**src/rtl/vram_pixel_writer.sv**
```systemverilog
// Pixel write engine: turns plot/clear command pulses into frame-buffer writes,
// stalling on the VRAM write grant shared with display scan-out.
module vram_pixel_writer #(
   parameter int H_RES   = 160,
   parameter int V_RES   = 120,
   parameter int ADDR_W  = 15,
   parameter int COLOR_W = 9
) (
   input  logic               clk,
   input  logic               RST,
   input  logic [7:0]         Xin,
   input  logic [7:0]         Yin,
   input  logic [COLOR_W-1:0] RGBin,
   input  logic               plot,
   input  logic               clear,
   input  logic               vram_gnt,
   output logic               vram_we,
   output logic [ADDR_W-1:0]  vram_addr,
   output logic [COLOR_W-1:0] vram_data,
   output logic               busy,
   output logic               done,
   output logic               oob_err
);

   localparam logic [ADDR_W-1:0] LAST_ADDR = ADDR_W'(H_RES * V_RES - 1);
   localparam logic [8:0]        X_LIM     = 9'(H_RES);
   localparam logic [8:0]        Y_LIM     = 9'(V_RES);

   typedef enum logic [1:0] {IDLE, PLOT, FILL, DONE} state_t;

   state_t               state_q, state_d;
   logic [ADDR_W-1:0]    addr_q, addr_d;
   logic [COLOR_W-1:0]   data_q, data_d;
   logic                 we_q, we_d;
   logic                 busy_q, busy_d;
   logic                 done_q, done_d;
   logic                 oob_q, oob_d;

   logic [ADDR_W-1:0]    plot_addr;
   logic                 plot_oob;

   // Widened to ADDR_W before multiplying so legal coordinates cannot overflow.
   assign plot_addr = ADDR_W'(Yin) * ADDR_W'(H_RES) + ADDR_W'(Xin);
   assign plot_oob  = ({1'b0, Xin} >= X_LIM) || ({1'b0, Yin} >= Y_LIM);

   always_comb begin
      state_d = state_q;
      addr_d  = addr_q;
      data_d  = data_q;
      we_d    = 1'b0;
      busy_d  = 1'b0;
      done_d  = 1'b0;
      oob_d   = 1'b0;
      unique case (state_q)
         IDLE: begin
            if (clear) begin
               state_d = FILL;
               addr_d  = '0;
               data_d  = RGBin;
               we_d    = 1'b1;
               busy_d  = 1'b1;
            end else if (plot) begin
               if (plot_oob) begin
                  oob_d = 1'b1;
               end else begin
                  state_d = PLOT;
                  addr_d  = plot_addr;
                  data_d  = RGBin;
                  we_d    = 1'b1;
                  busy_d  = 1'b1;
               end
            end
         end
         PLOT: begin
            we_d   = 1'b1;
            busy_d = 1'b1;
            if (vram_gnt) begin
               state_d = DONE;
               we_d    = 1'b0;
               busy_d  = 1'b0;
               done_d  = 1'b1;
            end
         end
         FILL: begin
            we_d   = 1'b1;
            busy_d = 1'b1;
            // The fill counter is the write address itself; it only moves on a commit.
            if (vram_gnt) begin
               if (addr_q == LAST_ADDR) begin
                  state_d = DONE;
                  we_d    = 1'b0;
                  busy_d  = 1'b0;
                  done_d  = 1'b1;
               end else begin
                  addr_d = addr_q + ADDR_W'(1);
               end
            end
         end
         DONE: begin
            state_d = IDLE;
         end
         default: begin
            state_d = IDLE;
         end
      endcase
   end

   always_ff @(posedge clk) begin
      if (RST) begin
         state_q <= IDLE;
         addr_q  <= '0;
         data_q  <= '0;
         we_q    <= 1'b0;
         busy_q  <= 1'b0;
         done_q  <= 1'b0;
         oob_q   <= 1'b0;
      end else begin
         state_q <= state_d;
         addr_q  <= addr_d;
         data_q  <= data_d;
         we_q    <= we_d;
         busy_q  <= busy_d;
         done_q  <= done_d;
         oob_q   <= oob_d;
      end
   end

   assign vram_we   = we_q;
   assign vram_addr = addr_q;
   assign vram_data = data_q;
   assign busy      = busy_q;
   assign done      = done_q;
   assign oob_err   = oob_q;

endmodule

```
**config.mk**
```make
export PLATFORM = sky130hd
export DESIGN_NAME = vram_pixel_writer
export DESIGN_NICKNAME = d
export VERILOG_FILES = /design/src/rtl/vram_pixel_writer.sv
export SDC_FILE = /design/constraint.sdc
export NUM_CORES = 1
export LEC_CHECK = 0
export CAP_MARGIN = 20
export CELL_PAD_IN_SITES_DETAIL_PLACEMENT = 1
export CELL_PAD_IN_SITES_GLOBAL_PLACEMENT = 2
export CORE_ASPECT_RATIO = 1.1
export CORE_MARGIN = 2
export CORE_UTILIZATION = 40
export CTS_CLUSTER_DIAMETER = 40
export CTS_CLUSTER_SIZE = 16
export DETAILED_ROUTE_END_ITERATION = 6
export DONT_BUFFER_PORTS = 1
export GPL_TIMING_DRIVEN = 0
export HOLD_SLACK_MARGIN = 0.02
export MAX_ROUTING_LAYER = met4
export PLACE_DENSITY_LB_ADDON = 0.08
export SLEW_MARGIN = 20
export SYNTH_ARGS = -nofsm -noshare
export SYNTH_HDL_FRONTEND = slang
export SYNTH_SLANG_ARGS = --single-unit
```
**constraint.sdc**
```tcl
create_clock -name clk -period 6 [get_ports clk]
set_clock_uncertainty 0.2 [all_clocks]
set_input_delay 1.2 -clock clk [delete_from_list [all_inputs] [get_ports clk]]
set_output_delay 1.2 -clock clk [all_outputs]
set_load 0.01 [all_outputs]
```
-- Yosys cells after proc, flatten, opt, wreduce, memory -nomap -nowiden
Cells that the tools add are included.
- add/sub/neg operators: 2
- multiply operators: 1
- magnitude comparators: 2
- eq/ne operators: 11
- mux-type cells: 28
- bitwise logic cells: 2
- reductions and logical operators: 8
- operators with widths (cell ; number):
    $mux W15 ; 5
    $pmux W15 S2 ; 1
    $mux W9 ; 3
    $add A15 B1 Y15 const B ; 1
    $add A15 B8 Y15 ; 1
    $eq A15 B15 Y1 const B ; 1
    $mux W2 ; 6
    $mul A8 B3 Y10 const B ; 1
    $mux W1 ; 10
    $ne A2 B2 Y1 const B ; 5
    $reduce_and A5 Y1 ; 2
    $ge A8 B7 Y1 const B ; 1
    $ge A8 B8 Y1 const B ; 1
    $pmux W2 S4 ; 1
    $ne A3 B3 Y1 const B ; 2
    $eq A2 B2 Y1 const B ; 2
    $reduce_bool A2 Y1 ; 2
    $reduce_or A4 Y1 ; 1
    $pmux W1 S3 ; 1
    $reduce_and A3 Y1 ; 1
    $eq A2 B1 Y1 const B ; 1
    $logic_not A2 Y1 ; 1
    $not A1 Y1 ; 2
    $pmux W1 S2 ; 1
    $logic_or A1 B1 Y1 ; 1
- register bits: 29
- input port bits: 30
- output and inout port bits: 28
- word-level logic and storage cells: 60

-- Longest topological paths before layout
- word-level depth: 6
- mapped depth: 10
- mapped depth without buffers: 10

-- Least setup slack after synthesis
Ideal clock, no wire load.
- kind: input-to-reg
- start point: input port Yin[1]
- end point: register addr_q[14], in the netlist vram_addr[14]
- setup time: 0.076 ns
- arrival: 3.161 ns
- required time: 5.724 ns
- setup slack: 2.562 ns
- cell stages on the path: 10
- buffers on the path: 0
- path through: ha_1 > ha_1 > inv_1 > fa_1 > xnor2_1 > nand3b_1 > nor4_1 > nand3_1 > xor2_1 > o22ai_1
- longest elaborated chain between the ends: 6
- elaborated cells between the ends (all ways): 10
- classes of those cells: add/sub: 1; mul: 1; order compare: 1; eq/ne: 1; mux: 4; reduce/logical: 2
- RTL lines (item ; line ; source):
    start, declared ; 12 ; input logic [7:0] Yin,
    $mul A8 B3 Y10 ; 43 ; assign plot_addr = ADDR_W'(Yin) * ADDR_W'(H_RES) + ADDR_W'(Xin);
    $add A15 B8 Y15 ; 43 ;
    $mux W15 ; 63 ; if (plot_oob) begin
    $mux W15 ; 62 ; end else if (plot) begin
    $mux W15 ; 56 ; if (clear) begin
    $pmux W15 S2 ; 54 ; unique case (state_q)
    end signal, assigned ; 119 ; addr_q <= addr_d;
    end, declared ; 32 ; logic [ADDR_W-1:0] addr_q, addr_d;
Several ways; a longest one is shown, not always the timed one. The select of a mux whose other input is x is not followed.
A chain may end at the register's enable or synchronous reset.

-- Worst setup path after layout
Same ends and word-level chain as after synthesis.

==> results.py <==
metrics = {
    "synthesis": {
        "yosys.area.top_type": "dfxtp_1",
        "yosysMostFrequentCell": "nor2_1",
        "ys_async_sr_fraction_pct": 0,
        "synth_top_area_share_pct": 25.8,
        "synthTopCellsByArea": "dfxtp_1, ha_1, nor2_1",
        "postSynthCellCount": 267,
        "yosysSeqAreaShare_pct": 25.8,
        "syn_avg_cell_area_um2": 8.42,
        "synth-main-ff-cell": "dfxtp_1",
        "netlist_area_mm2": 0.00225,
        "synthTopCellsByCount": "nor2_1, dfxtp_1, nand2_1, ha_1, mux2i_1",
        "synth_warnings": 0,
        "synth_nets": 319,
        "synth_edf_count": 0,
        "synth_cell_types": 59,
        "ys_seq_elements": 29,
    },
    "critical_path": {
        "critPathLaunchType": "primary input",
        "critPathMaxFanout": 3,
        "cp.arrival_ns": 3.48,
        "path_class": "primary input to flop",
        "required_ns": 6.00,
        "setup.worst_path.end_class": "flop",
    },
    "floorplanning": {
        "die-area_mm2": 0.00623,
        "core_area_mm2": 0.00540,
        "num_rows": 28,
        "num_io_pins": 58,
        "fp.dieH_um": 82.6,
        "start_util_pct": 41.7,
        "die_w_um": 75.5,
    },
    "routing": {
        "drt_iter0_markers": 45,
        "dr.pass1.iters": 4,
        "vias": 1986,
        "drtAntennaViolNets": 0,
        "drcViolationCount": 0,
        "via_per_inst": 5.67,
        "routed_wl_um": 5980,
        "wl_per_cell_um": 17.1,
    },
    "layout": {
        "drive_gt1_share_pct": 8.73,
        "area_delta_synth_final_pct": 8.02,
        "layout.nets": 326,
        "finish.utilization_pct": 45.0,
        "antenna_cells": 0,
        "stdcell_area_mm2": 0.00243,
    },
    "placement": {
        "place_ws_ns": 2.17,
        "hpwl_um": 4660,
        "placed_area_mm2": 0.00234,
        "gp_congestion": 0.819,
        "port_buffers": 0,
    },
    "clock_tree": {
        "cts_tree": "built",
        "htree_levels": 2,
        "cts_setup_buffers": 0,
        "clock-sinks": 29,
        "cts.repair.resized": 0,
        "postCtsHoldBufs": 0,
        "ctsRootBufferMaster": "clkbuf_8",
        "cts.clk_slew.worst_paths_ns": 0.07,
        "clk_latency_ns": 0.29,
        "cts_made_buffers": 5,
        "clock_path_buffers": 2,
    },
    "status": {
        "status": "finished clean",
    },
    "timing": {
        "timing.final.crit_share_pct": 58.0,
        "slew_viol_final": 0,
        "worst_slew_pin_slew_ns": 0.650,
        "rsz0062_at_grt": "false",
        "setup_viol": 0,
        "max_slew_margin_pct": 56.7,
        "setup_tns_ns": 0,
        "hold_violations": 0,
        "max_freq_ghz": 0.287,
        "setup_ws_ns": 2.52,
        "fin_crit_ns": 3.48,
    },
    "job": {
        "max_cap_viol_count": 0,
    },
    "power_and_ir_drop": {
        "seqPwrFrac_pct": 33.5,
        "p_clk_share_pct": 16.4,
        "combPwrFrac_pct": 50.2,
        "p_leak_nw": 0.893,
        "ir_worst_vdd_v": 0.000236,
        "intPower_w": 0.000540,
        "swShare_pct": 45.9,
        "power.density_mw_per_mm2": 411,
        "p_switching_w": 0.000458,
        "power_w": 0.000998,
    },
    "global_routing": {
        "antenna_found_initial": 0,
        "grt_pass1_vias": 1938,
        "track_usage_pct": 20.6,
        "grt_max_degree": 11,
        "overflow": 0,
        "grt_pass1_wl_um": 9420,
    },
    "hold_path": {
        "hold_class": "flop to flop",
    },
}
layer usage:
| layer | global-route usage, % | share of wire (%) |
|---|---|---|
| met4 | 3.68 | 0.79 |
| met2 | 35.0 | 48 |
| met5 | - | 0 |
| met1 | 24.6 | 47 |
| met3 | 5.34 | 4.5 |
path summary, 6_finish.rpt:
path | end | startpoint | cells after the start | slack [ns]
worst min-delay path | state_q[1] | state_q[1] | 2 | 0.30
worst max-delay path | vram_addr[14] | Yin[1] | 10 | 2.52
worst max register to register | vram_addr[14] | vram_addr[0] | 7 | 3.50
worst min register to register | state_q[1] | state_q[1] | 2 | 0.30
worst max-delay path, cell delays in order:
cell	delay (ns)
ha_1	0.26
ha_1	0.18
inv_1	0.06
fa_1	0.39
xnor2_1	0.30
nand3b_1	0.16
nor4_1	0.41
nand3_1	0.15
xor2_1	0.18
o22ai_1	0.18
state kept, by name, summed over array words and instances (netlist names):
| name | cells |
|---|---|
| busy | 1 |
| vram_data | 9 |
| state_q | 2 |
| oob_err | 1 |
| done | 1 |
| vram_addr | 15 |
cell usage in the layout (no fill, tap or decap), types with 5 or more instances in the layout:
master / count
inv_1: 10
a21oi_1: 9
nand3_1: 8
clkbuf_1: 5
nand2b_1: 6
nand4b_1: 5
xnor2_1: 5
o21ai_0: 8
xor2_1: 6
dfxtp_1: 29
nor3_1: 8
nand2_1: 26
nor2_1: 32
clkbuf_8: 5
a211oi_1: 5
mux2i_1: 11
nor2b_1: 5
a22oi_1: 7
ha_1: 20
metrics by stage:
stage               instances  hold slack, ns
finish                    350           0.304
global route              350           0.332
CTS                       350           0.306
detailed placement        342           0.297
global placement          342           0.302
floorplan                 267           0.273
kinds of logic (layout without fill, tap and decap cells):
group | Yosys count | after routing | synth area share, %
simple gates | 112 | 112 | 26.5
compound gates | 61 | 61 | 20.8
flops | 29 | 29 | 25.8
fa+ha+maj | 22 | 22 | 12.9
buf+inv | 21 | 29 | 4.73
xor+xnor | 11 | 11 | 4.29
mux | 11 | 11 | 4.90
final cells by class:
cell class,instances,area [µm²]
Sequential cell,29,581
Fill cell,688,2970
Clock inverter,3,17.5
Multi-Input combinational cell,217,1560
Tap cell,75,93.8
Inverter,10,37.5
Buffer,11,68.8
Clock buffer,5,68.8
power by group through the flow:
stage | Clock (W) | Sequential (W) | Combinational [W]
final | 0.000163 | 0.000334 | 0.000501
after global routing | 0.000178 | 0.000345 | 0.000564
after CTS | 0.000168 | 0.000335 | 0.000507
after detailed placement | 0 | 0.000340 | 0.000505
after global placement | 0 | 0.000339 | 0.000497
after floorplan | 0 | 0.000320 | 0.000403
Power figures use the tool's default switching activity.
